<file path="src/rtl/mcycle_ctrl_if.sv">
`default_nettype none
// ============================================================================
//  Module      : mcycle_ctrl_if
//  Description : Bundle between the multi-cycle controller and its datapath.
//                The master side is the controller. It receives the opcode and
//                the status flags, and it drives the strobes and mux selects.
//  Revision    : 1.0  initial release
// ============================================================================
interface mcycle_ctrl_if #(
    parameter int OPW    = 4,
    parameter int ALUOPW = 3
);
    // Datapath to controller
    logic [OPW-1:0]    opcode;
    logic              zero;
    logic              mem_ready;

    // Controller to datapath
    logic              pc_write;
    logic              ir_write;
    logic              mem_read;
    logic              mem_write;
    logic              iord;
    logic              reg_write;
    logic              reg_dst;
    logic              alu_src_a;
    logic              pc_src;
    logic [1:0]        alu_src_b;
    logic [ALUOPW-1:0] alu_op;
    logic              ext_zero;
    logic              illegal;
    logic [3:0]        state;

    modport master (
        input  opcode, zero, mem_ready,
        output pc_write, ir_write, mem_read, mem_write, iord, reg_write,
               reg_dst, alu_src_a, pc_src, alu_src_b, alu_op, ext_zero,
               illegal, state
    );

    modport slave (
        output opcode, zero, mem_ready,
        input  pc_write, ir_write, mem_read, mem_write, iord, reg_write,
               reg_dst, alu_src_a, pc_src, alu_src_b, alu_op, ext_zero,
               illegal, state
    );
endinterface
`default_nettype wire

</file>
<file path="src/rtl/mcycle_ctrl.sv">
`default_nettype none
// ============================================================================
//  Module      : mcycle_ctrl
//  Description : Multi-cycle CPU control FSM. It sequences fetch, decode,
//                execute, memory and write-back states and decodes the
//                datapath strobes from the current state.
//                Optional macro MCYCLE_CTRL_MEM_WAIT_EN: when it is defined,
//                FETCH, LW_MEM and SW_MEM wait for mem_ready. When it is not
//                defined, every memory state lasts exactly one cycle.
//  Revision    : 1.0  initial release
// ============================================================================
module mcycle_ctrl #(
    parameter int OPW    = 4,
    parameter int ALUOPW = 3
) (
    input  wire logic     clk,
    input  wire logic     rst,
    mcycle_ctrl_if.master bus
);

`ifdef MCYCLE_CTRL_MEM_WAIT_EN
    localparam bit c_MEM_WAIT = 1'b1;
`else
    localparam bit c_MEM_WAIT = 1'b0;
`endif

    localparam logic [3:0] c_OP_SHIFT   = 4'd0;
    localparam logic [3:0] c_OP_LW      = 4'd1;
    localparam logic [3:0] c_OP_SW      = 4'd2;
    localparam logic [3:0] c_OP_JUMP    = 4'd3;
    localparam logic [3:0] c_OP_BEQ     = 4'd4;
    localparam logic [3:0] c_OP_BNE     = 4'd5;
    localparam logic [3:0] c_OP_ORI     = 4'd6;
    localparam logic [3:0] c_OP_NANDI   = 4'd7;
    localparam logic [3:0] c_OP_ADD     = 4'd8;
    localparam logic [3:0] c_OP_ADDI_SE = 4'd9;
    localparam logic [3:0] c_OP_ADDI_ZE = 4'd10;
    localparam logic [3:0] c_OP_NAND    = 4'd11;
    localparam logic [3:0] c_OP_SUB     = 4'd12;
    localparam logic [3:0] c_OP_SUBI_SE = 4'd13;
    localparam logic [3:0] c_OP_SUBI_ZE = 4'd14;
    localparam logic [3:0] c_OP_OR      = 4'd15;

    localparam logic [ALUOPW-1:0] c_ALU_ADD   = ALUOPW'(0);
    localparam logic [ALUOPW-1:0] c_ALU_SUB   = ALUOPW'(1);
    localparam logic [ALUOPW-1:0] c_ALU_NAND  = ALUOPW'(2);
    localparam logic [ALUOPW-1:0] c_ALU_OR    = ALUOPW'(3);
    localparam logic [ALUOPW-1:0] c_ALU_SHIFT = ALUOPW'(4);

    typedef enum logic [3:0] {
        ST_FETCH  = 4'd0,
        ST_DECODE = 4'd1,
        ST_JMP    = 4'd2,
        ST_BEQ    = 4'd3,
        ST_BNE    = 4'd4,
        ST_R_EX   = 4'd5,
        ST_R_WB   = 4'd6,
        ST_MADDR  = 4'd7,
        ST_SW_MEM = 4'd8,
        ST_LW_MEM = 4'd9,
        ST_LW_WB  = 4'd10,
        ST_I_EX   = 4'd11,
        ST_I_WB   = 4'd12,
        ST_TRAP   = 4'd13
    } state_t;

    state_t            r_state;
    state_t            w_next;
    logic [3:0]        w_op;
    logic              w_upper_nz;
    logic              w_mem_go;
    logic [ALUOPW-1:0] w_alu_fn;
    logic              w_ext_zero_op;

    logic              w_pc_write;
    logic              w_ir_write;
    logic              w_mem_read;
    logic              w_mem_write;
    logic              w_iord;
    logic              w_reg_write;
    logic              w_reg_dst;
    logic              w_alu_src_a;
    logic              w_pc_src;
    logic [1:0]        w_alu_src_b;
    logic [ALUOPW-1:0] w_alu_op;
    logic              w_ext_zero;
    logic              w_illegal;

    assign w_op = bus.opcode[3:0];

    // A memory state may advance only when the access is complete. Without
    // the wait feature, every access counts as complete at once.
    assign w_mem_go = c_MEM_WAIT ? bus.mem_ready : 1'b1;

    // Opcode bits above [3] must be zero for a legal instruction.
    generate
        if (OPW > 4) begin : g_upper_chk
            assign w_upper_nz = |bus.opcode[OPW-1:4];
        end else begin : g_no_upper
            assign w_upper_nz = 1'b0;
        end
    endgenerate

    // Map the opcode to its ALU function and to its immediate-extension mode.
    // The opcode is stable through the instruction, so ext_zero keeps the
    // same value in I_EX and in I_WB.
    always_comb begin
        w_alu_fn      = c_ALU_ADD;
        w_ext_zero_op = 1'b0;
        case (w_op)
            c_OP_SHIFT:                  w_alu_fn = c_ALU_SHIFT;
            c_OP_SUB, c_OP_SUBI_SE,
            c_OP_BEQ, c_OP_BNE:          w_alu_fn = c_ALU_SUB;
            c_OP_SUBI_ZE: begin
                w_alu_fn      = c_ALU_SUB;
                w_ext_zero_op = 1'b1;
            end
            c_OP_NAND:                   w_alu_fn = c_ALU_NAND;
            c_OP_NANDI: begin
                w_alu_fn      = c_ALU_NAND;
                w_ext_zero_op = 1'b1;
            end
            c_OP_OR:                     w_alu_fn = c_ALU_OR;
            c_OP_ORI: begin
                w_alu_fn      = c_ALU_OR;
                w_ext_zero_op = 1'b1;
            end
            c_OP_ADDI_ZE:                w_ext_zero_op = 1'b1;
            default:                     w_alu_fn = c_ALU_ADD;
        endcase
    end

    // State register. Reset returns to FETCH from any state, including TRAP.
    always_ff @(posedge clk) begin
        if (rst) begin
            r_state <= ST_FETCH;
        end else begin
            r_state <= w_next;
        end
    end

    // Next-state and output decode. All outputs default to 0, so the unused
    // encodings 14 and 15 return to FETCH with every output at 0.
    always_comb begin
        w_next      = ST_FETCH;
        w_pc_write  = 1'b0;
        w_ir_write  = 1'b0;
        w_mem_read  = 1'b0;
        w_mem_write = 1'b0;
        w_iord      = 1'b0;
        w_reg_write = 1'b0;
        w_reg_dst   = 1'b0;
        w_alu_src_a = 1'b0;
        w_pc_src    = 1'b0;
        w_alu_src_b = 2'b00;
        w_alu_op    = c_ALU_ADD;
        w_ext_zero  = 1'b0;
        w_illegal   = 1'b0;
        case (r_state)
            ST_FETCH: begin
                w_mem_read  = 1'b1;
                w_ir_write  = w_mem_go;
                w_pc_write  = w_mem_go;
                w_alu_src_b = 2'b01;
                w_next      = w_mem_go ? ST_DECODE : ST_FETCH;
            end
            ST_DECODE: begin
                w_alu_src_b = 2'b10;
                if (w_upper_nz) begin
                    w_next = ST_TRAP;
                end else begin
                    case (w_op)
                        c_OP_JUMP:                    w_next = ST_JMP;
                        c_OP_BEQ:                     w_next = ST_BEQ;
                        c_OP_BNE:                     w_next = ST_BNE;
                        c_OP_ADD, c_OP_SUB,
                        c_OP_NAND, c_OP_OR:           w_next = ST_R_EX;
                        c_OP_LW, c_OP_SW:             w_next = ST_MADDR;
                        default:                      w_next = ST_I_EX;
                    endcase
                end
            end
            ST_JMP: begin
                w_pc_write = 1'b1;
                w_pc_src   = 1'b1;
            end
            ST_BEQ, ST_BNE: begin
                w_alu_src_a = 1'b1;
                w_alu_op    = c_ALU_SUB;
                w_pc_src    = 1'b1;
                w_pc_write  = (r_state == ST_BEQ) ? bus.zero : ~bus.zero;
            end
            ST_R_EX: begin
                w_alu_src_a = 1'b1;
                w_alu_op    = w_alu_fn;
                w_next      = ST_R_WB;
            end
            ST_R_WB: begin
                w_reg_write = 1'b1;
            end
            ST_MADDR: begin
                w_alu_src_a = 1'b1;
                w_alu_src_b = 2'b11;
                w_next      = (w_op == c_OP_SW) ? ST_SW_MEM : ST_LW_MEM;
            end
            ST_SW_MEM: begin
                w_iord      = 1'b1;
                w_mem_write = 1'b1;
                w_next      = w_mem_go ? ST_FETCH : ST_SW_MEM;
            end
            ST_LW_MEM: begin
                w_iord     = 1'b1;
                w_mem_read = 1'b1;
                w_next     = w_mem_go ? ST_LW_WB : ST_LW_MEM;
            end
            ST_LW_WB: begin
                w_reg_write = 1'b1;
                w_reg_dst   = 1'b1;
            end
            ST_I_EX: begin
                w_alu_src_a = 1'b1;
                w_alu_src_b = 2'b10;
                w_alu_op    = w_alu_fn;
                w_ext_zero  = w_ext_zero_op;
                w_next      = ST_I_WB;
            end
            ST_I_WB: begin
                w_reg_write = 1'b1;
                w_ext_zero  = w_ext_zero_op;
            end
            ST_TRAP: begin
                w_illegal = 1'b1;
                w_next    = ST_TRAP;
            end
            default: begin
                w_next = ST_FETCH;
            end
        endcase
    end

    assign bus.pc_write  = w_pc_write;
    assign bus.ir_write  = w_ir_write;
    assign bus.mem_read  = w_mem_read;
    assign bus.mem_write = w_mem_write;
    assign bus.iord      = w_iord;
    assign bus.reg_write = w_reg_write;
    assign bus.reg_dst   = w_reg_dst;
    assign bus.alu_src_a = w_alu_src_a;
    assign bus.pc_src    = w_pc_src;
    assign bus.alu_src_b = w_alu_src_b;
    assign bus.alu_op    = w_alu_op;
    assign bus.ext_zero  = w_ext_zero;
    assign bus.illegal   = w_illegal;
    assign bus.state     = r_state;

endmodule
`default_nettype wire

</file>
<file path="src/flat_wrapper.sv">
// flat-port wrapper written by rule: the top's interface ports become plain ports
module mcycle_ctrl_flat 
#(
    parameter int OPW    = 4,
    parameter int ALUOPW = 3
)
  (clk, rst, bus_opcode, bus_zero, bus_mem_ready, bus_pc_write, bus_ir_write, bus_mem_read, bus_mem_write, bus_iord, bus_reg_write, bus_reg_dst, bus_alu_src_a, bus_pc_src, bus_alu_src_b, bus_alu_op, bus_ext_zero, bus_illegal, bus_state);
  mcycle_ctrl_if #(.OPW(OPW), .ALUOPW(ALUOPW)) bus_i ();
  input  wire logic clk;
  input  wire logic rst;
  input wire logic [$bits(bus_i.opcode)-1:0] bus_opcode;
  input wire logic [$bits(bus_i.zero)-1:0] bus_zero;
  input wire logic [$bits(bus_i.mem_ready)-1:0] bus_mem_ready;
  output wire logic [$bits(bus_i.pc_write)-1:0] bus_pc_write;
  output wire logic [$bits(bus_i.ir_write)-1:0] bus_ir_write;
  output wire logic [$bits(bus_i.mem_read)-1:0] bus_mem_read;
  output wire logic [$bits(bus_i.mem_write)-1:0] bus_mem_write;
  output wire logic [$bits(bus_i.iord)-1:0] bus_iord;
  output wire logic [$bits(bus_i.reg_write)-1:0] bus_reg_write;
  output wire logic [$bits(bus_i.reg_dst)-1:0] bus_reg_dst;
  output wire logic [$bits(bus_i.alu_src_a)-1:0] bus_alu_src_a;
  output wire logic [$bits(bus_i.pc_src)-1:0] bus_pc_src;
  output wire logic [$bits(bus_i.alu_src_b)-1:0] bus_alu_src_b;
  output wire logic [$bits(bus_i.alu_op)-1:0] bus_alu_op;
  output wire logic [$bits(bus_i.ext_zero)-1:0] bus_ext_zero;
  output wire logic [$bits(bus_i.illegal)-1:0] bus_illegal;
  output wire logic [$bits(bus_i.state)-1:0] bus_state;
  assign bus_i.opcode = bus_opcode;
  assign bus_i.zero = bus_zero;
  assign bus_i.mem_ready = bus_mem_ready;
  assign bus_pc_write = bus_i.pc_write;
  assign bus_ir_write = bus_i.ir_write;
  assign bus_mem_read = bus_i.mem_read;
  assign bus_mem_write = bus_i.mem_write;
  assign bus_iord = bus_i.iord;
  assign bus_reg_write = bus_i.reg_write;
  assign bus_reg_dst = bus_i.reg_dst;
  assign bus_alu_src_a = bus_i.alu_src_a;
  assign bus_pc_src = bus_i.pc_src;
  assign bus_alu_src_b = bus_i.alu_src_b;
  assign bus_alu_op = bus_i.alu_op;
  assign bus_ext_zero = bus_i.ext_zero;
  assign bus_illegal = bus_i.illegal;
  assign bus_state = bus_i.state;
  mcycle_ctrl #(.OPW(OPW), .ALUOPW(ALUOPW)) u_core (.clk(clk), .rst(rst), .bus(bus_i));
endmodule
</file>
<file path="config.mk">
export PLATFORM = sky130hd
export DESIGN_NAME = mcycle_ctrl_flat
export DESIGN_NICKNAME = d
export VERILOG_FILES = /design/src/rtl/mcycle_ctrl_if.sv /design/src/rtl/mcycle_ctrl.sv /design/src/flat_wrapper.sv
export SDC_FILE = /design/constraint.sdc
export NUM_CORES = 1
export LEC_CHECK = 0
export ABC_AREA = 0
export ABC_CLOCK_PERIOD_IN_PS = 1600
export CAP_MARGIN = 40
export CORE_AREA = 5 5 51 53
export CTS_BUF_LIST = sky130_fd_sc_hd__clkbuf_8
export CTS_CLUSTER_DIAMETER = 30
export DETAILED_ROUTE_END_ITERATION = 7
export DIE_AREA = 0 0 56 58
export PLACE_DENSITY = 0.7
export SLEW_MARGIN = 0
export SYNTH_ARGS = -nofsm -noshare
export SYNTH_HDL_FRONTEND = slang
export SYNTH_SLANG_ARGS = --single-unit
</file>
<file path="constraint.sdc">
create_clock -name clk -period 1.6 [get_ports clk]
set_input_delay 0.32 -clock clk [delete_from_list [all_inputs] [get_ports clk]]
set_output_delay 0.32 -clock clk [all_outputs]
set_load 0.01 [all_outputs]
</file>
==> impl_metrics.env, run 1 <==
export IMPL_synth_edf_count=0
export IMPL_die_w_um=56
export IMPL_syn_area_um2=689
export IMPL_root_buffer="clkbuf_8"
export IMPL_path_class="flop to output port"
export IMPL_worst_slew_pin_slew_ns=0.347
export IMPL_dr_pass1_iters=4
export IMPL_cellLeakagePower_uw=0.000664
export IMPL_clk_pin_slew_ns=0.04
export IMPL_maxCapViolCount=0
export IMPL_drc=0
export IMPL_r2r_cells=7
export IMPL_grt_usage_pct=14.6
export IMPL_synth_common_cells="nor2_1, a21oi_1, nand2_1"
export IMPL_cts_max_level=1
export IMPL_worstSkewPairLatency_ns=0.23
export IMPL_post_place_ws_ns=-0.865
export IMPL_dieHeight_um=58
export IMPL_p_sw_uw=773
export IMPL_clkSinkCount=4
export IMPL_r2r_start="u_core.bus.state[1]"
export IMPL_synth_cell_types=42
export IMPL_ir_drop_mv=0.650
export IMPL_antenna_found_initial=0
export IMPL_clock_path_buffers=2
export IMPL_endpoint_kind="output port"
export IMPL_syn_nets=103
export IMPL_pwr_share_seq_pct=10.8
export IMPL_synth_top_area_cell="dfxtp_1"
export IMPL_hold_start="rst"
export IMPL_start_util_pct=32.7
export IMPL_rsz0062_at_grt="yes"
export IMPL_hold_class="input pin to flop"
export IMPL_via_per_inst=5.15
export IMPL_grt_overflow_total=0
export IMPL_startpoint_type="flop"
export IMPL_fin_nets=165
export IMPL_power_frac_clock_pct=12.2
export IMPL_crit_arrival_ns=1.38
export IMPL_p_comb_share_pct=77.0
export IMPL_die_area_um2=3250
export IMPL_worstReg2RegEnd="u_core.bus.state[0]"
export IMPL_synth_cells=90
export IMPL_p_int_uw=1100
export IMPL_placed_cell_area_um2=1150
export IMPL_r2r_slack_ns=0.13
export IMPL_nFillCells=154
export IMPL_swShare_pct=41.4
export IMPL_finalMaxSlewViolations=0
export IMPL_synth_seq_cells=4
export IMPL_grt_max_degree=9
export IMPL_wl_um=2570
export IMPL_io_pins=28
export IMPL_port_buffers=26
export IMPL_status="complete, but fails checks"
export IMPL_finalInstanceArea_um2=1350
export IMPL_setup_viol=6
export IMPL_synth_async_sr_flop_share_pct=0
export IMPL_drtAntennaViolNets=0
export IMPL_hpwl_um=1690
export IMPL_synthToLayoutAreaGrowth_pct=95.1
export IMPL_ys_seq_area_share_pct=11.6
export IMPL_fmax_mhz=589
export IMPL_violations="setup timing"
export IMPL_grt_pass1_wl_um=3850
export IMPL_multi_input_area_um2=632
export IMPL_finalCriticalPeriod_ns=1.70
export IMPL_worstHoldEndpoint="u_core.bus.state[2]"
export IMPL_post_synth_top_area_fraction_pct=11.6
export IMPL_cp_data_required_time_ns=1.28
export IMPL_period_share_pct=106
export IMPL_grt_pass1_vias=869
export IMPL_avgSynthCellArea_um2=7.66
export IMPL_core_area_um2=2110
export IMPL_synth_ff_type="dfxtp_1"
export IMPL_yosysMostFrequentCell="nor2_1"
export IMPL_wire_per_inst_um=14.4
export IMPL_gp_congestion=0.766
export IMPL_largest_reg_flops=4
export IMPL_cp_max_fo=6
export IMPL_finalWorstSetupSlack_ns=-0.0992
export IMPL_synth_area_leaders="dfxtp_1, ha_1, clkbuf_8"
export IMPL_rows=17
export IMPL_tritoncts="built"
export IMPL_finalHoldViolCount=0
export IMPL_postCtsHoldBufs=0
export IMPL_area_sequential_um2=92.6
export IMPL_num_antenna_cells=0
export IMPL_holdPathStages=2
export IMPL_vias=917
export IMPL_yosys_warnings=0
export IMPL_fin_worst_skew_ns=0.00420
export IMPL_p_per_area_nw_per_um2=1390
export IMPL_first_iter_violations=31
export IMPL_drive_gt1_share_pct=60.0
export IMPL_cts_buffers=3
export IMPL_relSlewSlack_pct=76.7
## metal layers
| layer | global-route usage (%) | part of all wire, % | up-vias |
|---|---|---|---|
| li1 | - | - | 447 |
| met1 | 15.7 | 42 | 443 |
| met2 | 28.4 | 53 | 22 |
| met3 | 2.00 | 3.5 | 5 |
| met4 | 6.10 | 1.6 | 0 |
| met5 | 0 | 0 | - |
## what timing repair did
action                                  CTS  global route
endpoints found under the setup margin   24            17
endpoints found under the hold margin     0             0
buffers inserted                          6             3
pin swaps                                 6             6
resized for setup                        99            21
## layout by cell type, fill, tap and decap left out, types with 3 or more instances in the layout
cell type,Yosys,layout
a21oi_1,6,5
clkdlybuf4s50_1,0,3
nor2_1,7,6
buf_6,2,12
mux2i_1,3,3
inv_1,4,3
dfxtp_4,0,3
buf_2,3,15
dlygate4sd2_1,0,5
a211oi_1,3,3
clkbuf_8,3,3
ha_1,5,3
buf_4,1,31
nand2_1,6,5
nor3_2,0,3
nor2b_4,0,3
## stage by stage
stage	total power, µW	hold slack [ns]	setup TNS, ns	cells	util [%]
5_1_grt	1980	0.683	-0.550	178	63.9
3_3_place_gp	1360	0.750	-6.86	166	54.4
6_report	1870	0.685	-0.183	178	63.9
2_1_floorplan	764	0.398	0	90	-
4_1_cts	1740	0.693	-0.120	175	59.6
3_5_place_dp	1390	0.758	-7.60	166	54.4
## worst max-delay path: stages (launching register included)
cell,delay [ns]
dfxtp_4,0.35
buf_6,0.14
or3_1,0.35
a21oi_1,0.16
buf_2,0.16
## logic make-up (layout without fill, tap and decap cells)
logic type / count (synthesis) / after routing / share of synthesized area (%)
multiplexers: 4 / 4 / 5.99
AO/OA/AOI/OAI: 28 / 28 / 28.5
XOR/XNOR: 2 / 2 / 2.54
flip-flops: 4 / 4 / 11.6
buffers and inverters: 14 / 74 / 15.2
AND/OR/NAND/NOR: 33 / 33 / 27.0
adder cells (fa/ha/maj): 5 / 5 / 9.07
## power by group through the flow
stage          Sequential [µW]  Combinational [µW]  Clock (µW)
6_report                   202                1440         228
5_1_grt                    207                1530         237
4_1_cts                    190                1330         220
3_5_place_dp               176                1210           0
3_3_place_gp               175                1190           0
2_1_floorplan              169                 595           0
## layout make-up
type                       instances  share of cell area (%)
timing repair buffer              67                    39.3
inverter                           4                    1.12
clock buffer                       3                    3.07
sequential                         4                    6.88
tap                               28                    2.60
multi-input combinational         72                    47.0
## worst max-delay path by stage
stage | end | cells past startpoint | slack [ns] | start
5_1_grt | bus_pc_write | 4 | -0.10 | u_core.bus.state[1]
6_report | bus_pc_write | 4 | -0.1 | u_core.bus.state[1]
3_3_place_gp | bus_alu_op[0] | 7 | -0.82 | bus_opcode[1]
2_1_floorplan | bus_alu_src_b[0] | 3 | 0.02 | u_core.bus.state[3]
3_5_place_dp | bus_alu_op[0] | 7 | -0.87 | bus_opcode[1]
4_1_cts | bus_ext_zero | 4 | -0.05 | u_core.bus.state[2]
Note: power is estimated with default switching activity, not from simulation.
==> inputs of run 2 (changes only) <==
--- a/constraint.sdc
+++ b/constraint.sdc
@@ -3,2 +3,2 @@
 set_output_delay 0.32 -clock clk [all_outputs]
-set_load 0.01 [all_outputs]
+set_load 0.05 [all_outputs]
==> impl_metrics.env, run 2 (same netlist as run 1, synthesis figures left out) <==
export IMPL_area_sequential_um2=95.1
export IMPL_num_antenna_cells=0
export IMPL_hpwl_um=1870
export IMPL_worst_slew_pin_slew_ns=0.400
export IMPL_fmax_mhz=574
export IMPL_port_buffers=26
export IMPL_via_per_inst=5.14
export IMPL_root_buffer="clkbuf_8"
export IMPL_finalCriticalPeriod_ns=1.74
export IMPL_holdPathStages=2
export IMPL_drive_gt1_share_pct=66.9
export IMPL_path_class="flop to output port"
export IMPL_gp_congestion=0.844
export IMPL_status="complete, but fails checks"
export IMPL_drc=0
export IMPL_dr_pass1_iters=4
export IMPL_final_common_cell="buf_4"
export IMPL_rows=17
export IMPL_multi_input_area_um2=743
export IMPL_crit_arrival_ns=1.42
export IMPL_ir_drop_mv=1.21
export IMPL_vias=858
export IMPL_violations="setup timing"
export IMPL_hold_class="input pin to flop"
export IMPL_clk_pin_slew_ns=0.03
export IMPL_setup_viol=12
export IMPL_finalWorstSetupSlack_ns=-0.144
export IMPL_grt_usage_pct=15.4
export IMPL_hold_start="rst"
export IMPL_p_per_area_nw_per_um2=1790
export IMPL_grt_max_degree=12
export IMPL_cts_max_level=1
export IMPL_setup_tns_ns=-0.986
export IMPL_fin_nets=154
export IMPL_finalMaxSlewViolations=0
export IMPL_swShare_pct=49.0
export IMPL_drtAntennaViolNets=0
export IMPL_dieHeight_um=58
export IMPL_die_area_um2=3250
export IMPL_core_area_um2=2110
export IMPL_finalHoldViolCount=0
export IMPL_cellLeakagePower_uw=0.000670
export IMPL_io_pins=28
export IMPL_clkSinkCount=4
export IMPL_die_w_um=56
export IMPL_fin_worst_skew_ns=0.000163
export IMPL_startpoint_type="flop"
export IMPL_start_util_pct=32.7
export IMPL_final_cell_mix="buf_4, buf_12, inv_1, dfxtp_4"
export IMPL_critical_path_startpoint="u_core.bus.state[2]"
export IMPL_antenna_found_initial=0
export IMPL_endpoint_kind="output port"
export IMPL_worstHoldEndpoint="u_core.bus.state[2]"
export IMPL_tritoncts="built"
export IMPL_largest_reg_flops=4
export IMPL_worstReg2RegEnd="u_core.bus.state[2]"
export IMPL_relSlewSlack_pct=73.1
export IMPL_cp_max_fo=4
export IMPL_cts_buffers=3
export IMPL_p_sw_uw=1420
export IMPL_rsz0062_at_grt="yes"
export IMPL_r2r_start="u_core.bus.state[3]"
export IMPL_wire_per_inst_um=14.4
export IMPL_cp_data_required_time_ns=1.28
export IMPL_power_frac_clock_pct=7.6
export IMPL_wl_um=2400
export IMPL_p_int_uw=1480
export IMPL_power_total_uw=2900
export IMPL_r2r_cells=3
export IMPL_pwr_share_seq_pct=8.5
export IMPL_synthToLayoutAreaGrowth_pct=134
export IMPL_maxCapViolCount=0
export IMPL_p_comb_share_pct=83.9
export IMPL_worstSkewPairLatency_ns=0.22
export IMPL_grt_pass1_wl_um=4060
export IMPL_grt_overflow_total=0
export IMPL_grt_pass1_vias=898
export IMPL_clock_path_buffers=2
export IMPL_nFillCells=136
export IMPL_period_share_pct=109
export IMPL_r2r_slack_ns=0.20
export IMPL_first_iter_violations=15
==> run 2: power by group through the flow <==
stage | clock [µW] | sequential, µW | combinational (µW)
2_1_floorplan | 0 | 288 | 1390
3_3_place_gp | 0 | 240 | 2230
3_5_place_dp | 0 | 245 | 2270
4_1_cts | 223 | 232 | 2370
5_1_grt | 228 | 260 | 2550
6_report | 220 | 246 | 2430
==> run 2: final cells by class <==
class | count | area share [%]
multi-input cells | 72 | 46.0
inverters | 4 | 0.929
repair buffers | 56 | 42.5
flip-flops and latches | 4 | 5.88
clock buffers | 3 | 2.55
well taps | 28 | 2.17
==> run 2: stage by stage <==
step	std cells	instance area, µm²	hold WS (ns)	utilization (%)	setup slack (ns)
6_report	167	1620	0.679	76.8	-0.144
5_1_grt	167	1620	0.705	76.8	-0.192
2_1_floorplan	90	941	0.388	-	-0.248
3_3_place_gp	158	1450	0.725	68.7	-0.616
4_1_cts	165	1560	0.678	74.0	-0.177
3_5_place_dp	158	1450	0.730	68.7	-0.675
==> run 2: per-layer routing <==
layer | global-route usage [%] | share of wire, % | vias up
li1 | - | - | 428
met1 | 14.6 | 37 | 408
met2 | 32.2 | 58 | 19
met3 | 2.67 | 4.0 | 3
met4 | 5.76 | 1.2 | 0
met5 | 0 | 0 | -
==> run 2: worst max path at each step <==
stage / cells after the start / endpoint
5_1_grt: 4 / bus_ext_zero
6_report: 4 / bus_ext_zero
3_5_place_dp: 8 / bus_alu_op[0]
4_1_cts: 4 / bus_alu_op[0]
3_3_place_gp: 8 / bus_alu_op[0]
2_1_floorplan: 3 / bus_alu_src_b[0]
==> run 2: repair_timing <==
action / in CTS / in global routing
hold buffers: 0 / 0
endpoints found under the setup margin: 20 / 16
setup buffers: 4 / 2
pin swaps: 7 / 7
resized for setup: 26 / 10
==> run 2: critical path, stage by stage, from the launching register on <==
cell and delay (ns):
dfxtp_4 0.34, and2b_2 0.27, a22oi_2 0.13, nor4b_4 0.28
buf_12 0.18
==> inputs of run 3 (changes only) <==
CORE_AREA = 5 5 46 48   (was 5 5 51 53)
DIE_AREA = 0 0 51 53   (was 0 0 56 58)
HOLD_SLACK_MARGIN = 0.03   (was unset)
PLACE_DENSITY = 0.83   (was 0.7)
RECOVER_POWER = 50   (was unset)
==> impl_metrics.env, run 3 <==
export IMPL_dp_cells=147
export IMPL_io_pins=28
export IMPL_rows=15
export IMPL_post_synth_top_area_fraction_pct=11.6
export IMPL_die_w_um=51
export IMPL_synth_async_sr_flop_share_pct=0
export IMPL_yosysMostFrequentCell="nor2_1"
export IMPL_synth_top_area_cell="dfxtp_1"
export IMPL_cts_max_level=1
export IMPL_cts_buffers=3
export IMPL_dieHeight_um=53
export IMPL_syn_nets=103
export IMPL_syn_area_um2=689
export IMPL_avgSynthCellArea_um2=7.66
export IMPL_worst_path_end_type="top-level output"
export IMPL_postCtsHoldBufs=0
export IMPL_port_buffers=26
export IMPL_yosys_warnings=0
export IMPL_grt_max_degree=15
export IMPL_clkSinkCount=4
export IMPL_crit_endpoint="bus_alu_op[0]"
export IMPL_synth_edf_count=0
export IMPL_synth_area_leaders="dfxtp_1, ha_1, clkbuf_8"
export IMPL_synth_cells=90
export IMPL_root_buffer="clkbuf_8"
export IMPL_synth_cell_types=42
export IMPL_hpwl_um=2030
export IMPL_stop_stage="global routing (5_1_grt)"
export IMPL_synth_ff_type="dfxtp_1"
export IMPL_error="[ERROR DPL-0038] Utilization greater than 100%, impossible to legalize"
export IMPL_status="stopped before the end"
export IMPL_gp_congestion=0.978
export IMPL_synth_seq_cells=4
export IMPL_synth_common_cells="nor2_1, a21oi_1, nand2_1"
export IMPL_ys_seq_area_share_pct=11.6
export IMPL_clock_path_buffers=2
export IMPL_start_util_pct=41.3
[run 3: cell counts after synthesis]
Identical to the previous run, type by type.
[run 3: cell families after synthesis]
family	count (synthesis)	share of synthesized area (%)
AOI/OAI and AO/OA	28	28.5
xor gates and xnor gates	2	2.54
adders and majority gates	5	9.07
buffers and inverters	14	15.2
DFF	4	11.6
muxes	4	5.99
and+or+nand+nor	33	27.0
[run 3: timing repair]
action / 4_1_cts
gates resized for setup: 33
pin swaps: 10
buffers inserted: 5
setup endpoints to repair: 16
[run 3: stage by stage]
stage / setup slack (ns) / area [µm²] / util [%] / hold slack (ns)
2_1_floorplan: -0.248 / 941 / - / 0.388
3_3_place_gp: -0.612 / 1450 / 86.6 / 0.729
3_5_place_dp: -0.699 / 1450 / 86.6 / 0.742
4_1_cts: -0.185 / 1600 / 95.9 / 0.675
==> inputs of run 4 (changes only) <==
CORE_AREA = 5 5 66 68   (was 5 5 46 48)
CTS_BUF_LIST = unset   (was sky130_fd_sc_hd__clkbuf_8)
CTS_CLUSTER_DIAMETER = unset   (was 30)
DIE_AREA = 0 0 71 73   (was 0 0 51 53)
HOLD_SLACK_MARGIN = unset   (was 0.03)
PLACE_DENSITY = unset   (was 0.83)
PLACE_DENSITY_LB_ADDON = 0.15   (was unset)
==> impl_metrics.env, run 4 (same netlist as run 1, synthesis figures left out) <==
export IMPL_status="complete, but fails checks"
export IMPL_violations="setup timing"
export IMPL_final_common_cell="buf_4"
export IMPL_cp_data_required_time_ns=1.28
export IMPL_p_per_area_nw_per_um2=1710
export IMPL_swShare_pct=46.8
export IMPL_clock_path_buffers=2
export IMPL_postCtsHoldBufs=0
export IMPL_finalCriticalPeriod_ns=1.78
export IMPL_grt_max_degree=19
export IMPL_dr_pass1_iters=2
export IMPL_drtAntennaViolNets=0
export IMPL_drc=0
export IMPL_tritoncts="built"
export IMPL_dieHeight_um=73
export IMPL_vias=882
export IMPL_startpoint_type="input pin"
export IMPL_p_comb_share_pct=86.0
export IMPL_grt_usage_pct=9.68
export IMPL_fin_nets=163
export IMPL_r2r_cells=4
export IMPL_worst_slew_pin_slew_ns=0.342
export IMPL_hpwl_um=1830
export IMPL_setup_viol=11
export IMPL_finalMaxSlewViolations=0
export IMPL_start_util_pct=18.1
export IMPL_antenna_found_initial=0
export IMPL_period_share_pct=111
export IMPL_p_int_uw=1620
export IMPL_cts_buffers=3
export IMPL_grt_pass1_wl_um=4170
export IMPL_cp_max_fo=4
export IMPL_wl_um=2410
export IMPL_die_area_um2=5180
export IMPL_gp_congestion=0.821
export IMPL_r2r_slack_ns=0.11
export IMPL_fin_worst_skew_ns=0.000931
export IMPL_worstSkewPairLatency_ns=0.21
export IMPL_critical_path_startpoint="bus_opcode[1]"
export IMPL_via_per_inst=4.45
export IMPL_largest_reg_flops=4
export IMPL_finalWorstSetupSlack_ns=-0.178
export IMPL_worstReg2RegEnd="u_core.bus.state[2]"
export IMPL_ir_drop_mv=0.464
export IMPL_pwr_share_seq_pct=7.2
export IMPL_cp_endpoint="bus_alu_op[0]"
export IMPL_clk_pin_slew_ns=0.03
export IMPL_maxCapViolCount=0
export IMPL_dp_cells=182
export IMPL_post_place_ws_ns=-0.647
export IMPL_wire_per_inst_um=12.2
export IMPL_root_buffer="clkbuf_8"
export IMPL_endpoint_kind="output port"
export IMPL_cts_max_level=1
export IMPL_io_pins=28
export IMPL_first_iter_violations=18
export IMPL_synthToLayoutAreaGrowth_pct=157
export IMPL_rsz0062_at_grt="yes"
export IMPL_power_frac_clock_pct=6.8
export IMPL_core_area_um2=3800
export IMPL_clkSinkCount=4
export IMPL_cellLeakagePower_uw=0.000721
export IMPL_drive_gt1_share_pct=70.9
export IMPL_p_sw_uw=1420
export IMPL_grt_overflow_total=0
export IMPL_r2r_start="u_core.bus.state[3]"
export IMPL_final_cells=198
export IMPL_port_buffers=26
export IMPL_fmax_mhz=562
export IMPL_path_class="input pin to output port"
export IMPL_nFillCells=353
export IMPL_relSlewSlack_pct=77.0
export IMPL_die_w_um=71
export IMPL_finalHoldViolCount=0
export IMPL_num_antenna_cells=0
export IMPL_hold_class="input pin to flop"
export IMPL_grt_pass1_vias=931
export IMPL_final_cell_mix="buf_4, buf_12, buf_6"
export IMPL_rows=23
export IMPL_whs_ns=0.692
export IMPL_crit_arrival_ns=1.46
-- run 4: layout make-up --
type | instances | area (µm²) | share of cell area [%]
sequential | 4 | 95.1 | 5.36
multi-input combinational | 72 | 766 | 43.2
timing repair buffer | 65 | 795 | 44.8
inverter | 4 | 15.0 | 0.846
clock buffer | 3 | 41.3 | 2.33
tap | 50 | 62.6 | 3.53
-- run 4: power by group through the flow --
stage	Sequential, µW	Clock, µW	Combinational (µW)
4_1_cts	214	208	2470
2_1_floorplan	288	0	1390
5_1_grt	226	214	2760
6_report	218	206	2620
3_5_place_dp	246	0	2280
3_3_place_gp	246	0	2270
-- run 4: per-stage QoR --
step	cell area, µm²	total power, µW	utilization, %	TNS, ns
after floorplan	941	1670	-	-0.945
after global placement	1490	2520	39.2	-4.04
after detailed placement	1490	2530	39.2	-4.36
after CTS	1650	2890	43.4	-1.10
after global routing	1770	3200	46.7	-1.14
final	1770	3040	46.7	-0.644
-- run 4: metal layers --
layer | GRT usage (%) | part of all wire (%) | vias up | routed length [µm]
met5 | 0 | 0 | - | 0
met4 | 2.51 | 0.58 | 0 | 14
met3 | 1.65 | 3.8 | 2 | 91
met2 | 18.8 | 55 | 19 | 1320
met1 | 10.8 | 41 | 411 | 976
li1 | - | - | 450 | -
-- run 4: worst max-delay path: stages --
cell,delay (ns)
buf_8,0.10
buf_6,0.11
ha_4,0.15
a211o_1,0.27
o21ai_1,0.14
buf_4,0.14
o22ai_4,0.06
buf_6,0.16
-- run 4: worst min-delay path by stage --
stage,cells after the start,startpoint,end
2_1_floorplan,1,rst,u_core.bus.state[2]
3_3_place_gp,2,u_core.bus.state[0],u_core.bus.state[2]
3_5_place_dp,2,u_core.bus.state[0],u_core.bus.state[2]
4_1_cts,2,rst,u_core.bus.state[2]
5_1_grt,2,rst,u_core.bus.state[2]
6_report,4,bus_opcode[1],u_core.bus.state[3]
-- run 4: what timing repair did --
item	in CTS	in global routing
setup endpoints to repair	19	15
pin swaps	8	14
resized for setup	32	19
cloned	0	0
buffers inserted	5	8
